### config.mk
export PLATFORM = sky130hd
export DESIGN_NAME = tdm_demux2
export DESIGN_NICKNAME = d
export VERILOG_FILES = /design/src/rtl/tdm_demux2.sv
export SDC_FILE = /design/constraint.sdc
export NUM_CORES = 1
export LEC_CHECK = 0
export CORE_ASPECT_RATIO = 0.9
export CORE_UTILIZATION = 40
export DETAILED_ROUTE_END_ITERATION = 12
export PLACE_DENSITY = 0.66
export SLEW_MARGIN = 20
export SYNTH_ARGS = -nofsm -noshare
export SYNTH_HDL_FRONTEND = slang
export SYNTH_SLANG_ARGS = --single-unit
export TNS_END_PERCENT = 5
### constraint.sdc
create_clock -name clk_i -period 2 [get_ports clk_i]
set_clock_uncertainty 0.1 [all_clocks]
set_input_delay 0.5 -clock clk_i [delete_from_list [all_inputs] [get_ports clk_i]]
set_output_delay 0.5 -clock clk_i [all_outputs]
set_load 0.005 [all_outputs]
### src/rtl/tdm_demux2.sv
// tdm_demux2 - two-channel time-division demultiplexer.
//
// Receives one interleaved beat stream (channel A slot marked by sof_i,
// followed by the channel B slot) and presents the recovered A/B values as a
// registered pair. A small FSM tracks slot alignment, flags framing errors and
// drives saturating pair/error counters for debug readout.
//
// Ports:
//   clk_i         rising-edge clock
//   rst_ni        asynchronous active-low reset
//   din_i         interleaved slot data
//   din_valid_i   din_i/sof_i carry a beat this cycle (always consumed)
//   sof_i         beat is a channel-A slot (frame start)
//   a_out_o       recovered channel A, held until the next pair
//   b_out_o       recovered channel B, held until the next pair
//   out_valid_o   one-cycle pulse when a_out_o/b_out_o update
//   sel_o         1 when the next expected beat is channel B
//   sync_err_o    one-cycle pulse on a framing error
//   locked_o      1 while aligned (HAVE_A or EXPECT_A)
//   pair_cnt_o    pairs delivered, saturating
//   err_cnt_o     framing errors, saturating
//
// state       | meaning
// ------------+----------------------------------------------
// ST_IDLE     | unsynchronised, waiting for an sof beat
// ST_HAVE_A   | A slot captured in a_hold, waiting for B slot
// ST_EXPECT_A | pair delivered, waiting for the next A slot

module tdm_demux2 #(
  parameter int WIDTH = 8,
  parameter int CNT_W = 16
) (
  input  logic             clk_i,
  input  logic             rst_ni,
  input  logic [WIDTH-1:0] din_i,
  input  logic             din_valid_i,
  input  logic             sof_i,
  output logic [WIDTH-1:0] a_out_o,
  output logic [WIDTH-1:0] b_out_o,
  output logic             out_valid_o,
  output logic             sel_o,
  output logic             sync_err_o,
  output logic             locked_o,
  output logic [CNT_W-1:0] pair_cnt_o,
  output logic [CNT_W-1:0] err_cnt_o
);

  typedef enum logic [1:0] {
    ST_IDLE     = 2'd0,
    ST_HAVE_A   = 2'd1,
    ST_EXPECT_A = 2'd2
  } state_t;

  localparam logic [CNT_W-1:0] CNT_MAX = '1;

  state_t           state_q, state_d;
  logic [WIDTH-1:0] a_hold_q, a_hold_d;
  logic [WIDTH-1:0] a_out_q, a_out_d;
  logic [WIDTH-1:0] b_out_q, b_out_d;
  logic             out_valid_q, out_valid_d;
  logic             sync_err_q, sync_err_d;
  logic [CNT_W-1:0] pair_cnt_q, pair_cnt_d;
  logic [CNT_W-1:0] err_cnt_q, err_cnt_d;
  logic             pair_inc;
  logic             err_inc;

  always_ff @(posedge clk_i or negedge rst_ni) begin
    if (!rst_ni) begin
      state_q     <= ST_IDLE;
      a_hold_q    <= '0;
      a_out_q     <= '0;
      b_out_q     <= '0;
      out_valid_q <= 1'b0;
      sync_err_q  <= 1'b0;
      pair_cnt_q  <= '0;
      err_cnt_q   <= '0;
    end else begin
      state_q     <= state_d;
      a_hold_q    <= a_hold_d;
      a_out_q     <= a_out_d;
      b_out_q     <= b_out_d;
      out_valid_q <= out_valid_d;
      sync_err_q  <= sync_err_d;
      pair_cnt_q  <= pair_cnt_d;
      err_cnt_q   <= err_cnt_d;
    end
  end

  // Next-state and datapath. Cycles without a valid beat leave everything
  // untouched except the single-cycle pulses, which fall back to zero.
  always_comb begin
    state_d     = state_q;
    a_hold_d    = a_hold_q;
    a_out_d     = a_out_q;
    b_out_d     = b_out_q;
    out_valid_d = 1'b0;
    sync_err_d  = 1'b0;
    pair_inc    = 1'b0;
    err_inc     = 1'b0;

    if (din_valid_i) begin
      unique case (state_q)
        ST_IDLE: begin
          // Non-sof beats while unsynchronised are dropped without an error.
          if (sof_i) begin
            a_hold_d = din_i;
            state_d  = ST_HAVE_A;
          end
        end
        ST_HAVE_A: begin
          if (!sof_i) begin
            a_out_d     = a_hold_q;
            b_out_d     = din_i;
            out_valid_d = 1'b1;
            pair_inc    = 1'b1;
            state_d     = ST_EXPECT_A;
          end else begin
            // B slot missing: the new sof beat restarts the pair.
            sync_err_d = 1'b1;
            err_inc    = 1'b1;
            a_hold_d   = din_i;
          end
        end
        ST_EXPECT_A: begin
          if (sof_i) begin
            a_hold_d = din_i;
            state_d  = ST_HAVE_A;
          end else begin
            // A slot missing: alignment is lost, resync on the next sof.
            sync_err_d = 1'b1;
            err_inc    = 1'b1;
            state_d    = ST_IDLE;
          end
        end
        default: begin
          state_d = ST_IDLE;
        end
      endcase
    end
  end

  always_comb begin
    pair_cnt_d = pair_cnt_q;
    err_cnt_d  = err_cnt_q;
    if (pair_inc && (pair_cnt_q != CNT_MAX)) begin
      pair_cnt_d = pair_cnt_q + CNT_W'(1);
    end
    if (err_inc && (err_cnt_q != CNT_MAX)) begin
      err_cnt_d = err_cnt_q + CNT_W'(1);
    end
  end

  assign a_out_o     = a_out_q;
  assign b_out_o     = b_out_q;
  assign out_valid_o = out_valid_q;
  assign sync_err_o  = sync_err_q;
  assign sel_o       = (state_q == ST_HAVE_A);
  assign locked_o    = (state_q != ST_IDLE);
  assign pair_cnt_o  = pair_cnt_q;
  assign err_cnt_o   = err_cnt_q;

endmodule
; ---- Word level (Yosys, flattened, before mapping)
; Cells that the tools add are included.
[classes]
n_addsub = 2
n_reduce_logical = 8
eq_ne = 6
n_mux = 10
bitwise = 1
[ops]
columns = cell, n
row1 = $add 16x1->16 const B, 2
row2 = $ne 16x16->1 const B, 2
row3 = $reduce_and 3->1, 3
row4 = $mux 1, 6
row5 = $pmux 2 s3, 1
row6 = $mux 2, 2
row7 = $ne 2x2->1 const B, 2
row8 = $reduce_or 3->1, 1
row9 = $eq 2x1->1 const B, 1
row10 = $eq 2x2->1 const B, 1
row11 = $logic_and 1x1->1, 2
row12 = $logic_not 2->1, 1
row13 = $pmux 1 s2, 1
row14 = $reduce_bool 2->1, 1
row15 = $not 1->1, 1
[word_totals]
out_inout_bits = 52
ff_bits = 60
inputBits = 12
elab_cells = 35

; ---- Depth between registers and ports, before layout
; Gate-level depths: netlist of the first run.
[logic_depth]
ltp_word = 4
ltp_mapped = 6
ltp_nobuf = 5

; ---- Worst setup path before layout of the first run
; OpenSTA, ideal clock, no wires.
[synth_timing]
kind = reg2reg
startpoint = reg err_cnt_q[4] (netlist: err_cnt_o[4])
endpoint = reg err_cnt_q[1] (netlist: err_cnt_o[1])
slack_ns = 0.306
required_ns = 1.775
period_less_slack_ns = 1.694
path_buffers = 0
path_stages_with_launch = 5
arrival_ns = 1.469
setup_time_ns = 0.125
cell_sequence = dfrtp_1 nand4_4 nor4_4 nor2_2 mux2_4
[synth_between]
elab_chain_len = 2
[synth_lines]
columns = item, line_no
row1 = "start, declared", 63  ; logic [CNT_W-1:0] err_cnt_q, err_cnt_d;
row2 = "start signal, assigned", 85  ; err_cnt_q <= err_cnt_d;
row3 = $ne 16x16->1, 148  ; if (err_inc && (err_cnt_q != CNT_MAX)) begin
row4 = $logic_and 1x1->1, 148
; No other way between the ends.
; A chain may end at the register's enable or synchronous reset.

; ---- Final worst setup path of the first run
[layout_timing]
startpoint = reg state_q[1]
endpoint = out sel_o
[layout_between]
elab_chain_len = 1
[layout_lines]
columns = item, line_no
row1 = "start, declared", 56  ; state_t state_q, state_d;
row2 = "start signal, assigned", 78  ; state_q <= state_d;
row3 = $eq 2x1->1, 157  ; assign sel_o = (state_q == ST_HAVE_A);
row4 = "end, declared", 41  ; output logic sel_o,
; No other way between the ends.

==> results of run 1 <==
## what timing repair did
action | CTS | global route
endpoints found under the hold margin | 11 | 0
setup buffers | 2 | 0
setup endpoints to repair | 2 | 9
hold buffers | 1 | 0
resized for setup | 1 | 8
pin swaps | 0 | 1
## state kept, by name (all words and copies together), names as in the netlist
name / cells
sync_err_o: 1
out_valid_o: 1
state_q: 2
err_cnt_o: 16
a_hold_q: 8
b_out_o: 8
a_out_o: 8
pair_cnt_o: 16
## cell families after synthesis
logic type      synth area share [%]
simple gates                    19.4
flops                           55.6
mux                             12.2
xor+xnor                        8.44
buf+inv                         1.53
compound gates                  1.85
fa+ha+maj                      0.927
## metrics by stage
| step | setup TNS, ns | instances | setup WS [ns] | cell area (µm²) |
|---|---|---|---|---|
| final | 0 | 399 | 0.0611 | 3820 |
| after global placement | -7.38 | 381 | -0.301 | 3580 |
| after global routing | -0.00172 | 399 | -0.00172 | 3820 |
| after floorplan | 0 | 213 | 0.306 | 2700 |
| after CTS | 0 | 399 | 0.00159 | 3790 |
| after detailed placement | -8.79 | 381 | -0.340 | 3580 |
## per-layer routing
metal	global-route usage, %	vias up
met3	5.27	8
met2	26.5	50
li1	-	955
met4	7.74	0
met5	0	-
met1	24.7	956
## area by class of cell
cell class / count / area, µm² / area share [%]
repair buffers: 84 / 822 / 21.5
clock inverters: 1 / 5.00 / 0.131
well taps: 90 / 113 / 2.95
multi-input cells: 143 / 1160 / 30.5
flip-flops and latches: 60 / 1500 / 39.4
clock buffers: 14 / 183 / 4.79
inverters: 7 / 26.3 / 0.689
## Yosys cell counts, types with 2 or more instances
library cell,count
a21oi_1,3
nand2_1,12
and4_1,4
nor4b_1,2
xnor2_1,2
ha_1,2
nand3_1,12
dfrtp_1,60
nor2_1,5
nor3_1,10
inv_1,7
nor4_4,2
xor2_1,24
mux2_2,27
nor4_1,6
buf_2,3
a211oi_1,2
nand4_1,7
nor3b_1,3
nor2_2,2
nor4_2,2
## placed cells by master, fill, tap and decap left out, types with 3 or more instances in the layout
cell type,instances
clkbuf_8,13
dfrtp_1,59
nor4_1,6
buf_4,16
nand2_1,12
mux2_2,27
nor2_1,5
inv_1,7
nand4_1,7
nor3b_1,3
clkdlybuf4s50_1,59
nand3_1,12
xor2_1,24
a21oi_1,3
nor3_1,10
and4_1,4
## power breakdown
part / switching (mW) / internal, mW / leakage (nW)
logic: 0.255 / 0.566 / 0.947
registers: 0.196 / 1.44 / 0.749
clock network: 0.442 / 0.577 / 0.0986
total: 0.893 / 2.58 / 1.79
## final timing paths
kind,end,cells past startpoint,startpoint,slack (ns)
min,a_out_o[6],1,a_hold_q[6],0.40
max reg2reg,err_cnt_o[12],5,err_cnt_o[0],0.18
min reg2reg,a_out_o[6],1,a_hold_q[6],0.40
max in group asynchronous,pair_cnt_o[6],3,rst_ni,0.76
max,sel_o,2,state_q[1],0.06
min in group asynchronous,out_valid_o,2,rst_ni,0.48
==> flow_metrics.env, run 1 <==
export IMPL_synthesis_area_um2=2700
export IMPL_antenna_left=0
export IMPL_outcome="completed"
export IMPL_end_kind="primary output"
export IMPL_ioPinCount=64
export IMPL_portBuffers=63
export IMPL_yosys_area_top_type="dfrtp_1"
export IMPL_nFillCells=570
export IMPL_synth_top_area_share_pct=55.6
export IMPL_hp_class="reg2reg"
export IMPL_synth_edf_count=0
export IMPL_p_leak_nw=1.79
export IMPL_critPathBufInv=1
export IMPL_die_w_um=88.6
export IMPL_grt_overflow_total=0
export IMPL_crit_slowest_cell="clkdlybuf4s50_1"
export IMPL_max_slew_margin_pct=76.1
export IMPL_grt_pass1_wl_um=9540
export IMPL_synth_cell_types=37
export IMPL_cp_max_fo=3
export IMPL_syn_to_final_growth_pct=41.4
export IMPL_total_power_mw=3.48
export IMPL_p_per_area_nw_per_um2=911
export IMPL_gp_congestion=0.740
export IMPL_wirelength_um=5570
export IMPL_holdWs_ns=0.402
export IMPL_synth_seq_cells=60
export IMPL_top_layer_used="met4"
export IMPL_ir_drop_mv=0.700
export IMPL_hold_violations=0
export IMPL_fp_dieArea_um2=7080
export IMPL_period_minus_slack_ns=1.94
export IMPL_nets=319
export IMPL_drt_initial_drc_count=58
export IMPL_worst_pin_slew_ns=0.353
export IMPL_met1_length_um=2770
export IMPL_final_util_pct=58.3
export IMPL_synth_area_leaders="dfrtp_1, mux2_2, xor2_1"
export IMPL_synthArstFlopShare_pct=100
export IMPL_ys_seq_area_share_pct=55.6
export IMPL_tritoncts="done"
export IMPL_dpl_hpwl_um=3900
export IMPL_slowest_delay_ns=0.51
export IMPL_wire_per_inst_um=14.0
export IMPL_cts_root_buf="clkbuf_8"
export IMPL_maxCapViolCount=0
export IMPL_antenna_found_initial=0
export IMPL_grt_usage_pct=18.1
export IMPL_clock_sinks=60
export IMPL_cts_inserted_buffers=9
export IMPL_drtPass1Iterations=4
export IMPL_finalSetupViolCount=0
export IMPL_viasPerCell=4.93
export IMPL_crit_type="reg2out"
export IMPL_cp_required_ns=1.40
export IMPL_rows=28
export IMPL_fmax_ghz=0.516
export IMPL_arrival_ns=1.34
export IMPL_antennaDiodeCount=0
export IMPL_die_h_um=79.9
export IMPL_clkTransAtPathRegs_ns=0.06
export IMPL_coreArea_um2=6550
export IMPL_timing_final_crit_share_pct=96.9
export IMPL_initial_core_util_pct=41.2
export IMPL_synthCells=213
export IMPL_synth_net_count=227
export IMPL_grt_max_degree=50
export IMPL_critical_path_top_delay_family="buffers and inverters"
export IMPL_yosys_most_used_dff="dfrtp_1"
export IMPL_syn_area_per_cell_um2=12.7
export IMPL_rsz0062_at_grt="true"
export IMPL_drcViolationCount=0
export IMPL_clockBufferDepth=2
export IMPL_num_vias=1969
export IMPL_drive_gt1_share_pct=25.2
export IMPL_slew_violations=0
export IMPL_ys_warnings_count=0
export IMPL_htree_levels=3
export IMPL_met2WireLength_um=2480
export IMPL_grt_pass1_vias=1944
export IMPL_wl_met3_um=261
export IMPL_start_kind="register"
export IMPL_path_cells="nor2_1 > clkdlybuf4s50_1"
export IMPL_clock_latency_ns=0.33
Note: power is estimated with default switching activity, not from simulation.
==> run 2, diff against run 1 <==
--- a/constraint.sdc
+++ b/constraint.sdc
@@ -4,2 +4,2 @@
 set_output_delay 0.5 -clock clk_i [all_outputs]
-set_load 0.005 [all_outputs]
+set_load 0.1 [all_outputs]
==> flow_metrics.env, run 2 (synthesized netlist as in run 1, its figures left out) <==
export IMPL_gp_congestion=0.809
export IMPL_fin_area_um2=4310
export IMPL_wirelength_um=5450
export IMPL_p_leak_nw=1.96
export IMPL_wl_met3_um=284
export IMPL_nets=314
export IMPL_die_w_um=88.6
export IMPL_hp_class="reg2reg"
export IMPL_finalSetupViolCount=0
export IMPL_grt_pass1_wl_um=9570
export IMPL_max_slew_margin_pct=72.4
export IMPL_p_sw_mw=2.50
export IMPL_final_util_pct=65.8
export IMPL_grt_overflow_total=0
export IMPL_crit_type="reg2out"
export IMPL_final_cell_mix="buf_12, dfrtp_1, mux2_2, xor2_1, dfrtp_2"
export IMPL_pre_cts_slack_ns=-0.289
export IMPL_switching_share_pct=45.7
export IMPL_placed_area_um2=4120
export IMPL_rsz0062_at_grt="false"
export IMPL_slew_violations=0
export IMPL_hold_violations=0
export IMPL_total_power_mw=5.46
export IMPL_viasPerCell=4.99
export IMPL_slowest_delay_ns=0.44
export IMPL_htree_levels=3
export IMPL_pwr_share_clk_pct=17.6
export IMPL_crit_path_start="state_q[1]"
export IMPL_cp_required_ns=1.40
export IMPL_ioPinCount=64
export IMPL_p_int_mw=2.97
export IMPL_num_vias=1965
export IMPL_worst_pin_slew_ns=0.410
export IMPL_portBuffers=63
export IMPL_coreArea_um2=6550
export IMPL_die_h_um=79.9
export IMPL_arrival_ns=1.30
export IMPL_path_cells="or2_2 > buf_12"
export IMPL_p_per_area_nw_per_um2=1270
export IMPL_clkTransAtPathRegs_ns=0.06
export IMPL_fp_dieArea_um2=7080
export IMPL_initial_core_util_pct=41.2
export IMPL_layout_commonest_cell="buf_12"
export IMPL_period_minus_slack_ns=1.90
export IMPL_grt_pass1_vias=1952
export IMPL_maxCapViolCount=0
export IMPL_p_seq_share_pct=32.1
export IMPL_top_layer_used="met4"
export IMPL_drcViolationCount=0
export IMPL_antenna_left=0
export IMPL_dpl_hpwl_um=4040
export IMPL_grt_max_degree=28
export IMPL_cts_root_buf="clkbuf_8"
export IMPL_antenna_found_initial=0
export IMPL_drtPass1Iterations=4
export IMPL_critical_path_top_delay_family="flip-flops"
export IMPL_met2WireLength_um=2500
export IMPL_cp_max_fo=7
export IMPL_grt_usage_pct=18.3
export IMPL_combPwrFrac_pct=50.3
export IMPL_clock_latency_ns=0.34
export IMPL_nFillCells=505
export IMPL_timing_final_crit_share_pct=94.9
export IMPL_cts_inserted_buffers=9
export IMPL_syn_to_final_growth_pct=59.7
export IMPL_end_kind="primary output"
export IMPL_holdWs_ns=0.402
export IMPL_ir_drop_mv=1.21
export IMPL_drt_initial_drc_count=79
export IMPL_fmax_ghz=0.527
export IMPL_critPathBufInv=1
export IMPL_drive_gt1_share_pct=47.0
export IMPL_min_from="a_hold_q[5]"
export IMPL_clockBufferDepth=2
export IMPL_start_kind="register"
export IMPL_postLayoutSetupSlackWorst_ns=0.103
export IMPL_r2r_start="err_cnt_o[0]"
export IMPL_rows=28
export IMPL_tritoncts="done"
export IMPL_outcome="completed"
export IMPL_met1_length_um=2630
export IMPL_antennaDiodeCount=0
export IMPL_clock_sinks=60
export IMPL_crit_slowest_cell="dfrtp_1"
export IMPL_wire_per_inst_um=13.8
==> run 2: cell count changes in the layout (fill, tap and decap cells not counted), sizes merged <==
| cell | delta |
|---|---|
| buf | +47 |
| clkbuf | -1 |
| clkdlybuf4s50 | -49 |
| clkinvlp | +1 |
| dlygate4sd2 | -1 |
| dlymetal6s2s | -2 |
==> run 2: final timing paths <==
check | endpoint | slack (ns) | cells past startpoint
hold / removal | a_hold_q[5] | 0.40 | 1
max in group asynchronous | err_cnt_o[9] | 0.68 | 3
setup reg to reg | err_cnt_o[12] | 0.19 | 5
min in group asynchronous | pair_cnt_o[15] | 0.51 | 2
setup / recovery | locked_o | 0.10 | 2
hold reg to reg | a_hold_q[5] | 0.40 | 1
==> run 2: layout make-up <==
cell class | count | area (µm²) | area share [%]
multi-input cells | 143 | 1170 | 27.1
clock inverters | 2 | 12.5 | 0.290
well taps | 90 | 113 | 2.61
inverters | 7 | 26.3 | 0.610
flip-flops and latches | 60 | 1530 | 35.4
clock buffers | 13 | 159 | 3.69
repair buffers | 79 | 1310 | 30.3
==> run 2: metrics by stage <==
step | instances | TNS (ns)
detailed placement | 378 | -6.72
global route | 394 | 0
global placement | 378 | -6.01
CTS | 394 | 0
finish | 394 | 0
floorplan | 213 | -5.33
==> run 2: timing repair <==
item,in CTS,in global routing
setup endpoints to repair,0,1
gates resized for setup,0,2
hold buffers,1,0
endpoints found under the hold margin,15,0
setup buffers,0,0
==> run 2: per-layer routing <==
layer,track usage [%],vias to the layer above
met3,7.55,6
met1,25.1,966
met5,0,-
li1,-,944
met2,26.0,49
met4,6.13,0
==> run 2: power groups by stage <==
stage | Combinational [mW] | Sequential, mW | Clock, mW
6_report | 2.75 | 1.75 | 0.963
5_1_grt | 2.83 | 1.80 | 1.05
4_1_cts | 2.77 | 1.76 | 0.996
3_5_place_dp | 2.76 | 1.78 | 0
3_3_place_gp | 2.75 | 1.77 | 0
2_1_floorplan | 0.320 | 3.07 | 0
==> run 3, diff against run 2 <==
Settings changed: RECOVER_POWER set to 100.
==> flow_metrics.env, run 3 (synthesized netlist as in run 1, its figures left out) <==
export IMPL_grt_max_degree=28
export IMPL_start_kind="input port"
export IMPL_cts_inserted_buffers=9
export IMPL_clkTransAtPathRegs_ns=0.06
export IMPL_maxCapViolCount=0
export IMPL_fin_area_um2=3770
export IMPL_fmax_ghz=0.529
export IMPL_placedCellCount=378
export IMPL_initial_core_util_pct=41.2
export IMPL_syn_to_final_growth_pct=39.6
export IMPL_p_int_mw=2.45
export IMPL_coreArea_um2=6550
export IMPL_whs_path_depth=1
export IMPL_pwr_share_clk_pct=19.8
export IMPL_gp_congestion=0.809
export IMPL_ir_drop_mv=1.19
export IMPL_clock_sinks=60
export IMPL_dpl_hpwl_um=4040
export IMPL_grt_overflow_total=0
export IMPL_drcViolationCount=0
export IMPL_reg2reg_depth=5
export IMPL_total_power_mw=4.86
export IMPL_cp_required_ns=2.12
export IMPL_clockBufferDepth=2
export IMPL_critical_path_top_delay_family="buffers and inverters"
export IMPL_layout_commonest_cell="dfrtp_1"
export IMPL_ioPinCount=64
export IMPL_switching_share_pct=49.6
export IMPL_p_seq_share_pct=34.1
export IMPL_p_leak_nw=1.80
export IMPL_path_cells="clkdlybuf4s50_1 > and4b_1 > nor2_2 > buf_12 > nor2_1 > mux2_2"
export IMPL_final_instance_count_excl_fill=394
export IMPL_drt_initial_drc_count=75
export IMPL_fp_dieArea_um2=7080
export IMPL_die_h_um=79.9
export IMPL_final_util_pct=57.5
export IMPL_grt_usage_pct=18.3
export IMPL_wire_per_inst_um=14.1
export IMPL_portBuffers=63
export IMPL_arrival_ns=2.01
export IMPL_slew_violations=0
export IMPL_rsz0062_at_grt="false"
export IMPL_final_cell_mix="dfrtp_1, mux2_2, xor2_1, buf_12, clkbuf_2"
export IMPL_timing_final_crit_share_pct=94.6
export IMPL_crit_cells=6
export IMPL_crit_slowest_cell="clkdlybuf4s50_1"
export IMPL_grt_pass1_wl_um=9570
export IMPL_critPathBufInv=2
export IMPL_p_sw_mw=2.41
export IMPL_antenna_found_initial=0
export IMPL_clock_latency_ns=0.34
export IMPL_htree_levels=3
export IMPL_antennaDiodeCount=0
export IMPL_cp_max_fo=10
export IMPL_end_kind="register"
export IMPL_tritoncts="done"
export IMPL_slowest_delay_ns=0.51
export IMPL_combPwrFrac_pct=46.1
export IMPL_p_per_area_nw_per_um2=1290
export IMPL_outcome="completed"
export IMPL_finalSetupViolCount=0
export IMPL_drtPass1Iterations=4
export IMPL_rows=28
export IMPL_drive_gt1_share_pct=39.8
export IMPL_viasPerCell=4.95
export IMPL_worst_pin_slew_ns=0.948
export IMPL_period_minus_slack_ns=1.89
export IMPL_placed_area_um2=4120
export IMPL_wirelength_um=5540
export IMPL_die_w_um=88.6
export IMPL_num_vias=1950
export IMPL_cts_root_buf="clkbuf_8"
export IMPL_grt_pass1_vias=1952
export IMPL_nets=314
export IMPL_finalSetupTns_ns=0
export IMPL_crit_type="in2reg"
export IMPL_max_slew_margin_pct=36.8
export IMPL_hp_class="reg2reg"
export IMPL_hold_violations=0
export IMPL_antenna_left=0
-- run 3: path summary, 6_finish.rpt --
| check | startpoint | slack [ns] | end |
|---|---|---|---|
| min reg2reg | a_hold_q[5] | 0.40 | a_hold_q[5] |
| max | din_valid_i | 0.11 | err_cnt_o[1] |
| min in group asynchronous | rst_ni | 0.72 | pair_cnt_o[15] |
| max reg2reg | err_cnt_o[0] | 0.13 | err_cnt_o[12] |
| min | a_hold_q[5] | 0.40 | a_hold_q[5] |
| max in group asynchronous | rst_ni | 0.26 | err_cnt_o[12] |
-- run 3: power by group through the flow --
stage	sequential [mW]	combinational, mW	clock (mW)
2_1_floorplan	3.07	0.320	0
3_3_place_gp	1.77	2.75	0
3_5_place_dp	1.78	2.76	0
4_1_cts	1.76	2.77	0.996
5_1_grt	1.70	2.31	1.05
6_report	1.66	2.24	0.961
-- run 3: metrics by stage --
stage          hold WS, ns  worst slack, ns
6_report             0.402            0.109
5_1_grt              0.415           0.0130
4_1_cts              0.401           0.0695
3_5_place_dp         0.345           -0.289
3_3_place_gp         0.350           -0.230
2_1_floorplan        0.104           -0.277
-- run 3: timing repair --
| action | in CTS | in global routing |
|---|---|---|
| buffers inserted | 0 | 0 |
| gates resized for setup | 0 | 2 |
| endpoints found under the hold margin | 15 | 0 |
| setup endpoints to repair | 0 | 1 |
| hold buffers | 1 | 0 |
-- run 3: area by class of cell --
type | count | area (µm²)
well taps | 90 | 113
clock inverters | 2 | 12.5
multi-input cells | 143 | 1160
repair buffers | 79 | 793
inverters | 7 | 26.3
clock buffers | 13 | 159
flip-flops and latches | 60 | 1510
fillers | 577 | 2780
-- run 3: layer usage --
layer | global-route usage [%] | up-vias | part of all wire, % | routed length [µm]
met5 | 0 | - | 0 | 0
met1 | 25.1 | 962 | 49 | 2720
met4 | 6.13 | 0 | 0 | 0
met3 | 7.55 | 0 | 5.1 | 285
met2 | 26.0 | 45 | 46 | 2540
li1 | - | 943 | - | -
